File: src/rtl/imm_pkg.sv
// Shared definitions for the immediate-generation pipeline.
//   imm_src_e  : ImmSrc mode encodings (RSVD6/RSVD7 are the undefined modes)
//   s1_data_t  : payload held by stage 1 (raw field, mode, carry, rotate amount)
//   ROT_W      : width of the ARM rotated-immediate datapath
//   xlen_legal : elaboration-time check on the datapath width
package imm_pkg;

   localparam int ROT_W = 32;

   typedef enum logic [2:0] {
      IMM8   = 3'b000,
      IMM12  = 3'b001,
      BRANCH = 3'b010,
      ROT    = 3'b011,
      MOVW   = 3'b100,
      OFF24  = 3'b101,
      RSVD6  = 3'b110,
      RSVD7  = 3'b111
   } imm_src_e;

   typedef struct packed {
      logic [23:0] raw;
      imm_src_e    mode;
      logic        carry;
      logic [3:0]  rot;
   } s1_data_t;

   function automatic bit xlen_legal(input int xlen);
      return (xlen == 32) || (xlen == 64);
   endfunction

endpackage

File: src/rtl/imm_rotator.sv
// ARM rotated-immediate decoder: ROR32(ZE32(imm8), 2*rot4) plus shifter carry.
//   imm8_i  : 8-bit immediate field
//   rot4_i  : 4-bit rotate field (rotation amount is twice this value)
//   carry_i : current C flag, forwarded when no rotation takes place
//   value_o : rotated 32-bit value
//   carry_o : bit 31 of the result when rotated, otherwise carry_i
module imm_rotator
   import imm_pkg::*;
(
   input  logic [7:0]       imm8_i,
   input  logic [3:0]       rot4_i,
   input  logic             carry_i,
   output logic [ROT_W-1:0] value_o,
   output logic             carry_o
);

   logic [4:0]       amt;
   logic [ROT_W-1:0] base;

   assign amt  = {rot4_i, 1'b0};
   assign base = {24'h000000, imm8_i};

   // A left shift by 32 yields zero, so amt == 0 degenerates cleanly to base.
   assign value_o = (base >> amt) | (base << (6'd32 - {1'b0, amt}));
   assign carry_o = (rot4_i != 4'd0) ? value_o[ROT_W-1] : carry_i;

endmodule

File: src/rtl/imm_extend_pipe.sv
// Two-stage elastic immediate generator for the decode stage.
//   clk, reset          : rising-edge clock, asynchronous active-low reset
//   in_valid / in_ready : request handshake (Instr, ImmSrc, CarryIn)
//   flush               : drops everything in flight on the next edge
//   out_valid/out_ready : result handshake (ExtImm, ShCarry, ImmIllegal)
// S1 selects and registers the raw field; S2 rotates/extends and registers
// the result. Each stage is ready when empty or when its consumer is ready.
module imm_extend_pipe
   import imm_pkg::*;
#(
   parameter int XLEN  = 32,
   parameter int SRC_W = 3
) (
   input  logic             clk,
   input  logic             reset,
   input  logic             in_valid,
   output logic             in_ready,
   input  logic [23:0]      Instr,
   input  logic [SRC_W-1:0] ImmSrc,
   input  logic             CarryIn,
   input  logic             flush,
   output logic             out_valid,
   input  logic             out_ready,
   output logic [XLEN-1:0]  ExtImm,
   output logic             ShCarry,
   output logic             ImmIllegal
);

   if (!xlen_legal(XLEN)) begin : g_bad_xlen
      $error("imm_extend_pipe: XLEN must be 32 or 64");
   end
   if (SRC_W < 3) begin : g_bad_src_w
      $error("imm_extend_pipe: SRC_W must be at least 3");
   end

   // ---------------- handshake / valid chain ----------------
   logic s1_valid_q, s1_valid_d;
   logic s2_valid_q, s2_valid_d;
   logic s1_ready, s2_ready;
   logic s1_load, s2_load;

   assign s2_ready = !s2_valid_q || out_ready;
   assign s1_ready = !s1_valid_q || s2_ready;
   assign in_ready = s1_ready;
   assign s1_load  = in_valid && s1_ready && !flush;
   assign s2_load  = s1_valid_q && s2_ready;

   always_comb begin
      // NOTE: every always_comb output gets a default first so no path leaves it unassigned (no latch).
      s1_valid_d = s1_valid_q;
      s2_valid_d = s2_valid_q;
      if (flush) begin
         s1_valid_d = 1'b0;
         s2_valid_d = 1'b0;
      end else begin
         if (s1_load)      s1_valid_d = 1'b1;
         else if (s2_load) s1_valid_d = 1'b0;
         if (s2_load)        s2_valid_d = 1'b1;
         else if (out_ready) s2_valid_d = 1'b0;
      end
   end

   // ---------------- stage 1: field select ----------------
   s1_data_t s1_d, s1_q;
   imm_src_e mode_d;

   always_comb begin
      // Any encoding beyond the 3-bit mode space is folded into an undefined mode.
      if ((ImmSrc >> 3) != '0) mode_d = RSVD7;
      else                     mode_d = imm_src_e'(ImmSrc[2:0]);

      s1_d.mode  = mode_d;
      s1_d.carry = CarryIn;
      s1_d.rot   = (mode_d == ROT) ? Instr[11:8] : 4'd0;
      case (mode_d)
         IMM8, ROT:     s1_d.raw = {16'h0000, Instr[7:0]};
         IMM12:         s1_d.raw = {12'h000, Instr[11:0]};
         MOVW:          s1_d.raw = {8'h00, Instr[19:16], Instr[11:0]};
         BRANCH, OFF24: s1_d.raw = Instr;
         default:       s1_d.raw = 24'h000000;
      endcase
   end

   always_ff @(posedge clk or negedge reset) begin
      if (!reset) begin
         // NOTE: sequential state uses non-blocking (<=) so every register samples pre-edge values.
         s1_valid_q <= 1'b0;
         s2_valid_q <= 1'b0;
         // NOTE: data registers are reset too, so outputs read 0 rather than X after reset.
         s1_q.raw   <= 24'h000000;
         s1_q.mode  <= IMM8;
         s1_q.carry <= 1'b0;
         s1_q.rot   <= 4'd0;
      end else begin
         s1_valid_q <= s1_valid_d;
         s2_valid_q <= s2_valid_d;
         if (s1_load) s1_q <= s1_d;
      end
   end

   // ---------------- stage 2: rotate / extend ----------------
   logic [ROT_W-1:0] rot_val;
   logic             rot_carry;
   logic [XLEN-1:0]  ext_d, ext_q;
   logic             carry_d, carry_q;
   logic             ill_d, ill_q;

   imm_rotator u_rot (
      .imm8_i  (s1_q.raw[7:0]),
      .rot4_i  (s1_q.rot),
      .carry_i (s1_q.carry),
      .value_o (rot_val),
      .carry_o (rot_carry)
   );

   always_comb begin
      ext_d   = '0;
      carry_d = s1_q.carry;
      ill_d   = 1'b0;
      case (s1_q.mode)
         IMM8, IMM12, MOVW: ext_d = XLEN'(s1_q.raw);
         BRANCH:            ext_d = XLEN'($signed({s1_q.raw, 2'b00}));
         OFF24:             ext_d = XLEN'($signed(s1_q.raw));
         ROT: begin
            ext_d   = XLEN'(rot_val);
            carry_d = rot_carry;
         end
         default:           ill_d = 1'b1;
      endcase
   end

   always_ff @(posedge clk or negedge reset) begin
      if (!reset) begin
         ext_q   <= '0;
         carry_q <= 1'b0;
         ill_q   <= 1'b0;
      end else if (s2_load) begin
         ext_q   <= ext_d;
         carry_q <= carry_d;
         ill_q   <= ill_d;
      end
   end

   assign out_valid  = s2_valid_q;
   assign ExtImm     = ext_q;
   assign ShCarry    = carry_q;
   assign ImmIllegal = ill_q;

endmodule

File: config.mk
export PLATFORM = sky130hd
export DESIGN_NAME = imm_extend_pipe
export DESIGN_NICKNAME = d
export VERILOG_FILES = /design/src/rtl/imm_pkg.sv /design/src/rtl/imm_rotator.sv /design/src/rtl/imm_extend_pipe.sv
export SDC_FILE = /design/constraint.sdc
export NUM_CORES = 1
export LEC_CHECK = 0
export BUFFER_PORTS_ARGS = -buffer_cell sky130_fd_sc_hd__buf_2
export CAP_MARGIN = 25
export CORE_UTILIZATION = 25
export DETAILED_ROUTE_END_ITERATION = 10
export GPL_TIMING_DRIVEN = 0
export SLEW_MARGIN = 20
export SYNTH_ARGS = -nofsm -noshare
export SYNTH_HDL_FRONTEND = slang
export SYNTH_SLANG_ARGS = --single-unit
File: constraint.sdc
create_clock -name clk -period 2.6 [get_ports clk]
set_input_delay 0.78 -clock clk [delete_from_list [all_inputs] [get_ports clk]]
set_output_delay 0.78 -clock clk [all_outputs]
set_load 0.02 [all_outputs]
After elaboration in Yosys (flattened, before gate mapping)
Cells that the tools add are included.
{"block": "op_classes", "addsub": 1, "n_eq_ne": 10, "shift": 2, "mux": 12, "bitwise_logic": 1, "n_reduce_logical": 17}
{"operator": "one-hot mux 32 bit (4 select lines)", "count": 1}
{"operator": "one-hot mux 24 bit (4 select lines)", "count": 1}
{"operator": "bitwise OR 32 bit", "count": 1}
{"operator": "left shift 8 x 6 -> 32 bit", "count": 1}
{"operator": "right shift 8 x 5 -> 32 bit", "count": 1}
{"operator": "== test 3 x 2 -> 1 bit (second input constant)", "count": 4}
{"operator": "== test 3 bit (second input constant)", "count": 4}
{"operator": "2-to-1 mux 1 bit", "count": 9}
{"operator": "== test 3 x 1 -> 1 bit (second input constant)", "count": 2}
{"operator": "logical NOT 3 bit", "count": 2}
{"operator": "nonzero test 3 bit", "count": 2}
{"operator": "OR reduction 6 bit", "count": 1}
{"operator": "subtractor 6 x 5 -> 6 bit (first input constant)", "count": 1}
{"operator": "2-to-1 mux 4 bit", "count": 1}
{"operator": "nonzero test 4 bit", "count": 1}
{"operator": "OR reduction 2 bit", "count": 2}
{"operator": "logical AND 1 bit", "count": 3}
{"operator": "logical NOT 1 bit", "count": 3}
{"operator": "OR reduction 3 bit", "count": 1}
{"operator": "logical OR 1 bit", "count": 2}
{"block": "word_totals", "reg_bits": 68, "in_bits": 33, "word_cells": 52}

Depth between registers and ports, before layout
Gate-level depths: netlist (run 1).
{"block": "logic_depth", "word_depth": 7, "mapped_depth": 9, "ltp_nobuf": 6}

Modules after synthesis
Synthesis (run 1) repeated with hierarchy kept, for this count alone.
{"block": "hier_totals", "hier_cells": 445, "area_unflattened_um2": 4244.1}
{"mod": "imm_extend_pipe", "instances": 1, "cells_each": 307, "area_each_um2": 3398.3, "seq_area_each_um2": 1701.6}
{"mod": "imm_rotator", "instances": 1, "cells_each": 138, "area_each_um2": 845.8, "seq_area_each_um2": 0.0}

Worst setup path after synthesis (run 1)
Ideal clock, no wire load.
{"block": "synth_timing", "path_kind": "reg-to-reg", "start": "reg s1_q[1] (netlist bit)", "end": "reg ext_q[15] (netlist: ExtImm[15])", "setup_ns": 0.126, "t_arrival_ns": 2.088, "required_time_ns": 2.474, "path_slack_ns": 0.386, "path_stages_with_launch": 8, "path_buffers": 2, "period_less_slack_ns": 2.214, "path_cell_list": "dfrtp_1 clkbuf_1 inv_1 ha_1 buf_2 mux4_2 and2_1 a221o_1"}
{"block": "synth_via", "elab_chain_cells": 4, "word_cells_on_any_way": 5}
{"item": "start, declared", "line_no": "imm_extend_pipe.sv:64", "text": "s1_data_t s1_d, s1_q;"}
{"item": "subtractor 6 x 5 -> 6 bit", "line_no": "imm_rotator.sv:24", "text": "assign value_o = (base >> amt) | (base << (6'd32 - {1'b0, amt}));"}
{"item": "left shift 8 x 6 -> 32 bit", "line_no": "imm_rotator.sv:24"}
{"item": "bitwise OR 32 bit (*)", "line_no": "imm_rotator.sv:24"}
{"item": "one-hot mux 32 bit (4 select lines) (*)", "line_no": "imm_extend_pipe.sv:120", "text": "case (s1_q.mode)"}
{"item": "end signal, assigned", "line_no": "imm_extend_pipe.sv:138", "text": "ext_q <= ext_d;"}
{"item": "end, declared", "line_no": "imm_extend_pipe.sv:104", "text": "logic [XLEN-1:0] ext_d, ext_q;"}
Every way passes the cells marked *; elsewhere a longest branch is shown, timed or not.
A chain may end at the register's enable or synchronous reset.

Worst setup path in the final report (run 1)
{"block": "layout_timing", "start": "reg s1_q[0] (netlist bit)", "end": "reg ext_q[12] (netlist: ExtImm[12])"}
Same word-level chain as after synthesis.

==> impl_metrics.env, run 1 <==
export IMPL_outcome="finished, final reports clean"
export IMPL_drive_above_1_share=0.2385
export IMPL_wl_per_cell_um=18.39
export IMPL_synth_fp_nets=429
export IMPL_worstSetupPathType="reg -> reg"
export IMPL_dp_hpwl_um=9666
export IMPL_drc=0
export IMPL_slowest_stage="ha_1"
export IMPL_cts_buffers=9
export IMPL_power_frac_comb=0.228
export IMPL_finalPower_mw=3.271
export IMPL_holdWs_ns=0.3668
export IMPL_die_w_um=125.3
export IMPL_setup_viol=0
export IMPL_yosysWarnings=0
export IMPL_drtIter0Drc=222
export IMPL_vias=3526
export IMPL_die_height_um=125.3
export IMPL_drtAntennaViolNets=0
export IMPL_max_stage_delay_ns=0.40
export IMPL_seq_power_share=0.394
export IMPL_critPathLaunchType="flop"
export IMPL_relSlewSlack=0.6122
export IMPL_grt_pass1_wl_um=19880
export IMPL_synth_edf_count=0
export IMPL_vias_per_cell=5.326
export IMPL_internal_power_mw=2.250
export IMPL_syn_cell_area_mm2=0.003804
export IMPL_htree_levels=3
export IMPL_cap_violations=0
export IMPL_nNetsFinal=507
export IMPL_hold_viol_final=0
export IMPL_ctsHoldBuffers=0
export IMPL_initial_core_util=0.2588
export IMPL_row_count=44
export IMPL_grt_max_degree=42
export IMPL_grt_antenna_before_repair=0
export IMPL_clock_skew_ns=0.003980
export IMPL_worst_slew_pin_transition_ns=0.5757
export IMPL_avgSynthCellArea_um2=9.629
export IMPL_synthArstFlopShare=1.000
export IMPL_gr_total_overflow=0
export IMPL_required_ns=2.82
export IMPL_synth_seq_cells=68
export IMPL_yosysUniqueCellTypes=55
export IMPL_layout_min_cycle_time_ns=2.438
export IMPL_cp_cell_sequence="clkbuf_4 -> inv_1 -> ha_1 -> buf_2 -> nand3b_1 -> o21ai_0 -> a21o_1 -> a221o_1"
export IMPL_cts_buffer_depth=2
export IMPL_gp_congestion=0.8787
export IMPL_maxSlewViolCount=0
export IMPL_seq_area_mm2=0.001703
export IMPL_die_area_mm2=0.01571
export IMPL_groute_usage_overall=0.1658
export IMPL_final_cells=662
export IMPL_synthToLayoutAreaGrowth_pct=24.64
export IMPL_netlist_instances=395
export IMPL_cts_root_buf="clkbuf_16"
export IMPL_first_pass_iters=9
export IMPL_leakage_nw=2.088
export IMPL_dpl_cell_count=647
export IMPL_ys_flop_type="dfrtp_1"
export IMPL_mostFrequentLayoutCells="buf_2, dfrtp_1, nand2_1"
export IMPL_fillCellCount=1516
export IMPL_clkSinkCount=68
export IMPL_final_common_cell="buf_2"
export IMPL_p_clk_frac=0.378
export IMPL_clock_latency_ns=0.33
export IMPL_grt_pass1_vias=3462
export IMPL_core_area_mm2=0.01470
export IMPL_hold_class="in -> async"
export IMPL_port_buffers=67
export IMPL_reg2reg_depth=8
export IMPL_drt_total_wl_um=12180
export IMPL_finalCritPeriodShare=0.9378
export IMPL_sw_frac_of_total=0.3122
export IMPL_cts_tree="yes"
export IMPL_postCtsSetupBuffers=0
export IMPL_rsz0062_at_grt="false"
export IMPL_critPathMaxFanout=10
export IMPL_critPathCaptureType="flop"
export IMPL_ys_seq_area_frac=0.4474
export IMPL_peakVddDrop_uv=296.6
export IMPL_arrival_ns=2.66
export IMPL_ios=69
export IMPL_multi_input_area_mm2=0.001967
export IMPL_num_antenna_cells=0
export IMPL_fin_util=0.3225
export IMPL_power_switching_mw=1.021
export IMPL_cts_clk_slew_worst_paths_ns=0.06
export IMPL_max_freq_mhz=410.1
export IMPL_power_density_mw_per_mm2=690.0
==> state kept, by name (all words and copies together) (netlist names) <==
name	cells
ExtImm	32
ShCarry	1
s1_q	32
ImmIllegal	1
s1_valid_q	1
out_valid	1
==> cell usage after synthesis (2+ instances only) <==
cell type	n	area share
nor3b_1	4	0.0079
a221oi_1	3	0.0069
xor2_1	2	0.0046
nor3_1	6	0.0079
mux4_2	3	0.018
o21ai_1	2	0.0026
a21boi_0	3	0.0059
buf_1	2	0.0020
a31oi_1	8	0.013
a22oi_1	13	0.026
clkbuf_1	24	0.024
a22o_1	13	0.030
nor2b_1	5	0.0082
nand3_1	12	0.016
o31ai_1	2	0.0039
mux2i_1	14	0.037
a221o_1	12	0.032
o221ai_2	2	0.0079
and3_1	2	0.0033
a21o_1	5	0.0099
buf_6	3	0.0089
mux2_2	5	0.015
nand2_1	53	0.052
o211ai_1	3	0.0059
and2_1	4	0.0066
a32oi_1	9	0.021
a222oi_1	4	0.011
inv_1	5	0.0049
o21ai_0	25	0.033
buf_2	5	0.0066
a21oi_1	10	0.013
dfrtp_1	68	0.45
nand3b_1	6	0.012
nor2_1	25	0.025
nand2b_1	7	0.012
and3b_1	2	0.0046
o221ai_1	6	0.014
==> worst paths after layout <==
check,slack [ns],start,end
worst max register to register,0.16,s1_q[0],ExtImm[12]
max in group asynchronous,1.69,reset,s1_q[1]
worst max-delay path,0.16,s1_q[0],ExtImm[12]
min in group clk,0.48,ExtImm[22],ExtImm[22]
worst min-delay path,0.37,reset,s1_q[13]
worst min register to register,0.48,ExtImm[22],ExtImm[22]
==> metrics by stage <==
stage	setup TNS, ns	area [µm²]	worst slack (ns)
3_5_place_dp	-1.822	4392	-0.2587
2_1_floorplan	0	3804	0.3858
4_1_cts	0	4705	0.1023
6_report	0	4741	0.1617
5_1_grt	0	4741	0.03449
3_3_place_gp	-2.932	4369	-0.3372
==> cell type report <==
class                      instances  share of cell area
buffer                            33             0.03352
clock buffer                      13             0.05490
clock inverter                     3            0.009501
inverter                           5            0.003959
multi-input combinational        288              0.4149
sequential                        68              0.3592
tap                              184             0.04856
timing repair buffer              68             0.07548
==> critical path, delay by kind of cell (launching register included) <==
| family | cells | cell delay [ns] |
|---|---|---|
| AO/OA/AOI/OAI | 3 | 0.84 |
| buffers and inverters | 3 | 0.61 |
| adder cells (fa/ha/maj) | 1 | 0.40 |
| flip-flops | 1 | 0.34 |
| AND/OR/NAND/NOR | 1 | 0.13 |
==> metal layers <==
layer / global-route usage / share of wire / vias to the layer above
met5: 0 / 0 / -
met4: 0.06385 / 0.020 / 0
met2: 0.2419 / 0.43 / 116
met1: 0.2435 / 0.50 / 1735
met3: 0.02653 / 0.051 / 15
li1: - / - / 1660
==> power groups by stage <==
| stage | clock network [mW] | registers [mW] | logic (mW) |
|---|---|---|---|
| after floorplan | 0 | 1.34 | 0.401 |
| after global placement | 0 | 1.30 | 0.725 |
| after detailed placement | 0 | 1.31 | 0.734 |
| after CTS | 1.26 | 1.29 | 0.736 |
| after global routing | 1.31 | 1.31 | 0.816 |
| final | 1.24 | 1.29 | 0.745 |
==> logic make-up (layout without fill, tap and decap cells) <==
| logic type | Yosys count | count (layout) | synth area share |
|---|---|---|---|
| AO/OA/AOI/OAI | 129 | 129 | 0.2546 |
| XOR/XNOR | 3 | 3 | 0.006909 |
| adder cells (fa/ha/maj) | 1 | 1 | 0.003289 |
| buffers and inverters | 39 | 122 | 0.04605 |
| flip-flops | 68 | 68 | 0.4474 |
| multiplexers | 22 | 22 | 0.06940 |
| AND/OR/NAND/NOR | 133 | 133 | 0.1724 |
==> timing repair <==
item | in CTS | in global routing
setup endpoints to repair | 18 | 14
cloned | 0 | 0
gates resized for setup | 3 | 8
Power figures use the tool's default switching activity.
==> run 2, diff against run 1 <==
--- a/config.mk
+++ b/config.mk
@@ -7,9 +7,10 @@
 export LEC_CHECK = 0
 export BUFFER_PORTS_ARGS = -buffer_cell sky130_fd_sc_hd__buf_2
 export CAP_MARGIN = 25
-export CORE_UTILIZATION = 25
+export CORE_UTILIZATION = 50
 export DETAILED_ROUTE_END_ITERATION = 10
 export GPL_TIMING_DRIVEN = 0
+export PLACE_DENSITY = 0.73
 export SLEW_MARGIN = 20
 export SYNTH_ARGS = -nofsm -noshare
 export SYNTH_HDL_FRONTEND = slang
==> run 2 against run 1 <==
Critical path depth is 1 lower. Cell count is 13% lower. Maximum frequency is 2.5% lower. Clock power is 21% lower. Clock skew is 0.0057 ns higher. Flip-flop and latch count stayed put. Largest power group unchanged. Die area is 49% lower. Critical endpoint unchanged. Hold slack worse by 0.062 ns. Non-clock buffer count stayed put. Global-route usage is 13 points higher. Setup slack worse by 0.063 ns. First-iteration DRC count is 110% higher.
==> impl_metrics.env, run 2 (synthesis gave the netlist of run 1 again) <==
export IMPL_outcome="finished, final reports clean"
export IMPL_critPathTopFamily="compound AO/OA/AOI/OAI gates"
export IMPL_critPathCaptureType="flop"
export IMPL_die_height_um=89.22
export IMPL_max_stage_delay_ns=0.62
export IMPL_drtAntennaViolNets=0
export IMPL_cts_buffer_depth=2
export IMPL_use_met1=0.4202
export IMPL_drtIter0Drc=456
export IMPL_setup_viol=0
export IMPL_startpoint="s1_q[1]"
export IMPL_power_density_mw_per_mm2=657.6
export IMPL_die_w_um=89.22
export IMPL_cts_tree="yes"
export IMPL_cts_root_buf="clkbuf_8"
export IMPL_clock_skew_ns=0.009652
export IMPL_design_area_mm2=0.004554
export IMPL_grt_max_degree=49
export IMPL_first_pass_iters=5
export IMPL_cap_violations=0
export IMPL_initial_core_util=0.5216
export IMPL_clock_latency_ns=0.35
export IMPL_arrival_ns=2.75
export IMPL_relSlewSlack=0.6050
export IMPL_leakage_nw=2.066
export IMPL_nNetsFinal=507
export IMPL_rsz0062_at_grt="true"
export IMPL_peakVddDrop_uv=352.0
export IMPL_hold_viol_final=0
export IMPL_worst_slew_pin_transition_ns=0.5926
export IMPL_max_freq_mhz=399.8
export IMPL_fillCellCount=671
export IMPL_gr_total_overflow=0
export IMPL_crit_buf_inv=2
export IMPL_cts_clk_slew_worst_paths_ns=0.08
export IMPL_use_met2=0.4393
export IMPL_placed_area_mm2=0.004293
export IMPL_drc=0
export IMPL_vias_per_cell=6.217
export IMPL_wl_per_cell_um=18.83
export IMPL_ctsHoldBuffers=0
export IMPL_grt_pass1_vias=3204
export IMPL_maxSlewViolCount=0
export IMPL_grt_pass1_wl_um=17130
export IMPL_final_common_cell="buf_2"
export IMPL_worstSetupPathType="reg -> reg"
export IMPL_drive_above_1_share=0.2385
export IMPL_core_area_mm2=0.007292
export IMPL_mostFrequentLayoutCells="buf_2, dfrtp_1, nand2_1"
export IMPL_htree_levels=3
export IMPL_dpl_cell_count=562
export IMPL_critPathLaunchType="flop"
export IMPL_row_count=31
export IMPL_finalCritPeriodShare=0.9620
export IMPL_drt_total_wl_um=10860
export IMPL_use_met3=0.04340
export IMPL_layout_min_cycle_time_ns=2.501
export IMPL_cts_buffers=9
export IMPL_groute_usage_overall=0.2921
export IMPL_slowest_stage="dfrtp_1"
export IMPL_gp_congestion=0.9305
export IMPL_port_buffers=67
export IMPL_final_cells=577
export IMPL_globalRoute_busiestLayer="met2"
export IMPL_hold_class="in -> async"
export IMPL_clkSinkCount=68
export IMPL_grt_antenna_before_repair=0
export IMPL_required_ns=2.85
export IMPL_ios=69
export IMPL_vias=3587
export IMPL_critPathMaxFanout=11
export IMPL_num_antenna_cells=0
export IMPL_r2r_start="s1_q[1]"
export IMPL_cp_cell_sequence="inv_1 -> ha_1 -> buf_2 -> nand3b_1 -> o21ai_0 -> a21o_1 -> a221o_1"
export IMPL_dp_hpwl_um=8340
export IMPL_synthToLayoutAreaGrowth_pct=19.74
export IMPL_die_area_mm2=0.007960
## run 2: worst register-to-register path, cell delays in order (launching register included)
cell and delay (ns):
dfrtp_1 0.62, inv_1 0.15, ha_1 0.40, buf_2 0.26, nand3b_1 0.13, o21ai_0 0.22, a21o_1 0.29, a221o_1 0.32
## run 2: report_power, final
part	switching, mW	internal (mW)	total, mW
Clock	0.435	0.546	0.981
Sequential	0.106	1.17	1.28
Combinational	0.456	0.279	0.735
Total	0.997	2.00	2.99
## run 2: repair_timing
| item | 4_1_cts | 5_1_grt |
|---|---|---|
| cloned | 0 | 0 |
| gates resized for setup | 3 | 6 |
| setup endpoints to repair | 11 | 7 |
| buffers inserted | 0 | 0 |
## run 2: path summary, 6_finish.rpt
path,to,slack (ns),cells past startpoint
setup / recovery,ExtImm[12],0.1,7
hold / removal,ExtImm[6],0.31,1
setup reg to reg,ExtImm[12],0.1,7
hold reg to reg,ExtImm[5],0.49,2
max in group asynchronous,ExtImm[19],1.77,2
min in group clk,ExtImm[5],0.49,2
## run 2: metal layers
| metal | share of wire | vias to the layer above |
|---|---|---|
| met2 | 0.44 | 188 |
| met3 | 0.073 | 29 |
| met5 | 0 | - |
| li1 | - | 1652 |
| met4 | 0.030 | 0 |
| met1 | 0.45 | 1718 |
## run 2: area by class of cell
type / count / area, µm² / share of cell area
plain buffers: 33 / 158.9 / 0.03489
inverters: 5 / 18.77 / 0.004121
multi-input cells: 288 / 1963 / 0.4310
well taps: 99 / 123.9 / 0.02720
clock inverters: 7 / 98.84 / 0.02170
clock buffers: 9 / 123.9 / 0.02720
repair buffers: 68 / 365.4 / 0.08022
flip-flops and latches: 68 / 1702 / 0.3736
## run 2: metrics by stage
step                utilization   TNS [ns]  setup WS, ns  power, mW  hold slack, ns
global route             0.6246  -0.002753     -0.002753      3.136          0.3211
CTS                      0.6203          0       0.07955      2.988          0.3114
finish                   0.6246          0       0.09881      2.995          0.3051
floorplan                     -          0        0.3858      1.744          0.4730
global placement         0.5846     -2.393       -0.3379      1.998          0.4618
detailed placement       0.5887     -1.598       -0.2904      2.014          0.4753
==> run 3, diff against run 2 <==
--- a/config.mk
+++ b/config.mk
@@ -7,6 +7,7 @@
 export LEC_CHECK = 0
 export BUFFER_PORTS_ARGS = -buffer_cell sky130_fd_sc_hd__buf_2
 export CAP_MARGIN = 25
+export CORE_ASPECT_RATIO = 0.8
 export CORE_UTILIZATION = 50
 export DETAILED_ROUTE_END_ITERATION = 10
 export GPL_TIMING_DRIVEN = 0
==> run 3 against run 2 <==
Critical path depth rose by 2. Setup slack improved by 0.033 ns. Utilization is 1.5 points lower. First-iteration DRC count is 3.5% lower. Total power fell by 4.2%. Maximum frequency increased by 1.3%. Cell count up 1.0%. Hold slack improved by 0.045 ns. Critical endpoint is now ExtImm[24]. Highest routed layer unchanged.
==> impl_metrics.env, run 3 (synthesis gave the netlist of run 1 again) <==
export IMPL_max_freq_mhz=405.1
export IMPL_rsz0062_at_grt="false"
export IMPL_clock_latency_ns=0.36
export IMPL_grt_max_degree=37
export IMPL_gr_total_overflow=0
export IMPL_worstSetupPathType="reg -> reg"
export IMPL_highest_layer="met4"
export IMPL_ctsHoldBuffers=0
export IMPL_drtIter0Drc=440
export IMPL_cts_clk_slew_worst_paths_ns=0.08
export IMPL_ios=69
export IMPL_holdWs_ns=0.3499
export IMPL_row_count=28
export IMPL_design_area_mm2=0.004508
export IMPL_power_density_mw_per_mm2=636.7
export IMPL_grt_antenna_before_repair=0
export IMPL_p_clk_frac=0.299
export IMPL_hold_class="in -> async"
export IMPL_cts_tree="yes"
export IMPL_synthToLayoutAreaGrowth_pct=18.52
export IMPL_drive_above_1_share=0.2364
export IMPL_setup_viol=0
export IMPL_wl_met3_um=949
export IMPL_outcome="finished, final reports clean"
export IMPL_final_common_cell="buf_2"
export IMPL_critPathLaunchType="flop"
export IMPL_finalCritPeriodShare=0.9495
export IMPL_die_height_um=80.01
export IMPL_power_frac_comb=0.256
export IMPL_gp_congestion=0.9242
export IMPL_drtAntennaViolNets=0
export IMPL_layout_min_cycle_time_ns=2.469
export IMPL_die_w_um=99.52
export IMPL_drt_total_wl_um=11040
export IMPL_num_antenna_cells=0
export IMPL_htree_levels=3
export IMPL_critPathMaxFanout=10
export IMPL_internal_power_mw=1.888
export IMPL_port_buffers=67
export IMPL_nNetsFinal=507
export IMPL_arrival_ns=2.67
export IMPL_relSlewSlack=0.5906
export IMPL_wl_met2_um=4656
export IMPL_met1Wirelength_um=5159
export IMPL_cts_buffer_depth=2
export IMPL_grt_pass1_wl_um=17470
export IMPL_vias_per_cell=6.189
export IMPL_peakVddDrop_uv=347.6
export IMPL_dp_hpwl_um=8317
export IMPL_leakage_nw=2.038
export IMPL_drc=0
export IMPL_cts_root_buf="clkbuf_8"
export IMPL_groute_usage_overall=0.2940
export IMPL_cts_buffers=9
export IMPL_sw_frac_of_total=0.3421
export IMPL_power_switching_mw=0.9821
export IMPL_clkSinkCount=68
export IMPL_placed_area_mm2=0.004293
export IMPL_die_area_mm2=0.007962
export IMPL_mostFrequentLayoutCells="buf_2, dfrtp_1, nand2_1"
export IMPL_first_pass_iters=6
export IMPL_maxSlewViolCount=0
export IMPL_critPathCaptureType="flop"
export IMPL_clock_skew_ns=0.01201
export IMPL_cap_violations=0
export IMPL_core_area_mm2=0.007392
export IMPL_finalPower_mw=2.870
export IMPL_fillCellCount=662
export IMPL_grt_pass1_vias=3344
export IMPL_initial_core_util=0.5146
export IMPL_seq_power_share=0.446
export IMPL_vias=3608
export IMPL_wl_per_cell_um=18.94
export IMPL_required_ns=2.80
export IMPL_reg2reg_depth=9
export IMPL_hold_viol_final=0
export IMPL_worst_slew_pin_transition_ns=0.6127
[run 3: final cells by class]
| type | instances | area [µm²] | area share |
|---|---|---|---|
| timing repair buffer | 68 | 357.8 | 0.07938 |
| clock buffer | 11 | 131.4 | 0.02914 |
| sequential | 68 | 1703 | 0.3777 |
| buffer | 33 | 156.4 | 0.03469 |
| multi-input combinational | 288 | 1957 | 0.4341 |
| inverter | 5 | 18.77 | 0.004163 |
| clock inverter | 5 | 52.55 | 0.01166 |
| tap | 105 | 131.4 | 0.02914 |
[run 3: worst paths after layout]
kind,startpoint,end,slack [ns]
max,s1_q[0],ExtImm[24],0.13
min,reset,ShCarry,0.35
max reg2reg,s1_q[0],ExtImm[24],0.13
min reg2reg,ExtImm[23],ExtImm[23],0.48
max in group asynchronous,reset,s1_q[1],1.70
min in group clk,ExtImm[23],ExtImm[23],0.48
[run 3: power by group through the flow]
| stage | combinational, mW | sequential [mW] | clock, mW |
|---|---|---|---|
| 6_report | 0.734 | 1.28 | 0.857 |
| 5_1_grt | 0.797 | 1.29 | 0.903 |
| 4_1_cts | 0.720 | 1.28 | 0.855 |
| 3_5_place_dp | 0.719 | 1.29 | 0 |
| 3_3_place_gp | 0.706 | 1.29 | 0 |
| 2_1_floorplan | 0.401 | 1.34 | 0 |
[run 3: critical path, cell delays in order, from the launching register on]
cell and delay [ns]:
dfrtp_1 0.35, clkbuf_4 0.22, inv_1 0.14, ha_1 0.39, buf_2 0.22, clkbuf_2 0.23
nand3b_1 0.12, o21ai_0 0.16, mux2i_2 0.30, o221ai_1 0.17
[run 3: repair_timing]
action,4_1_cts,5_1_grt
setup buffers,0,0
setup endpoints to repair,11,14
endpoints found under the hold margin,0,0
gates resized for setup,1,8
[run 3: routing by layer]
| layer | vias to the layer above | global-route usage |
|---|---|---|
| li1 | 1648 | - |
| met1 | 1738 | 0.4242 |
| met2 | 192 | 0.4292 |
| met3 | 30 | 0.06480 |
| met4 | 0 | 0.1132 |
| met5 | - | 0 |
[run 3: metrics by stage]
| step | util | setup WS, ns | TNS, ns | std cells |
|---|---|---|---|---|
| after global placement | 0.5777 | -0.1444 | -0.5414 | 567 |
| after floorplan | - | 0.3858 | 0 | 395 |
| after CTS | 0.6058 | -0.003400 | -0.003400 | 583 |
| after detailed placement | 0.5807 | -0.1248 | -0.4567 | 568 |
| after global routing | 0.6099 | 0.06633 | 0 | 583 |
| final | 0.6099 | 0.1313 | 0 | 583 |
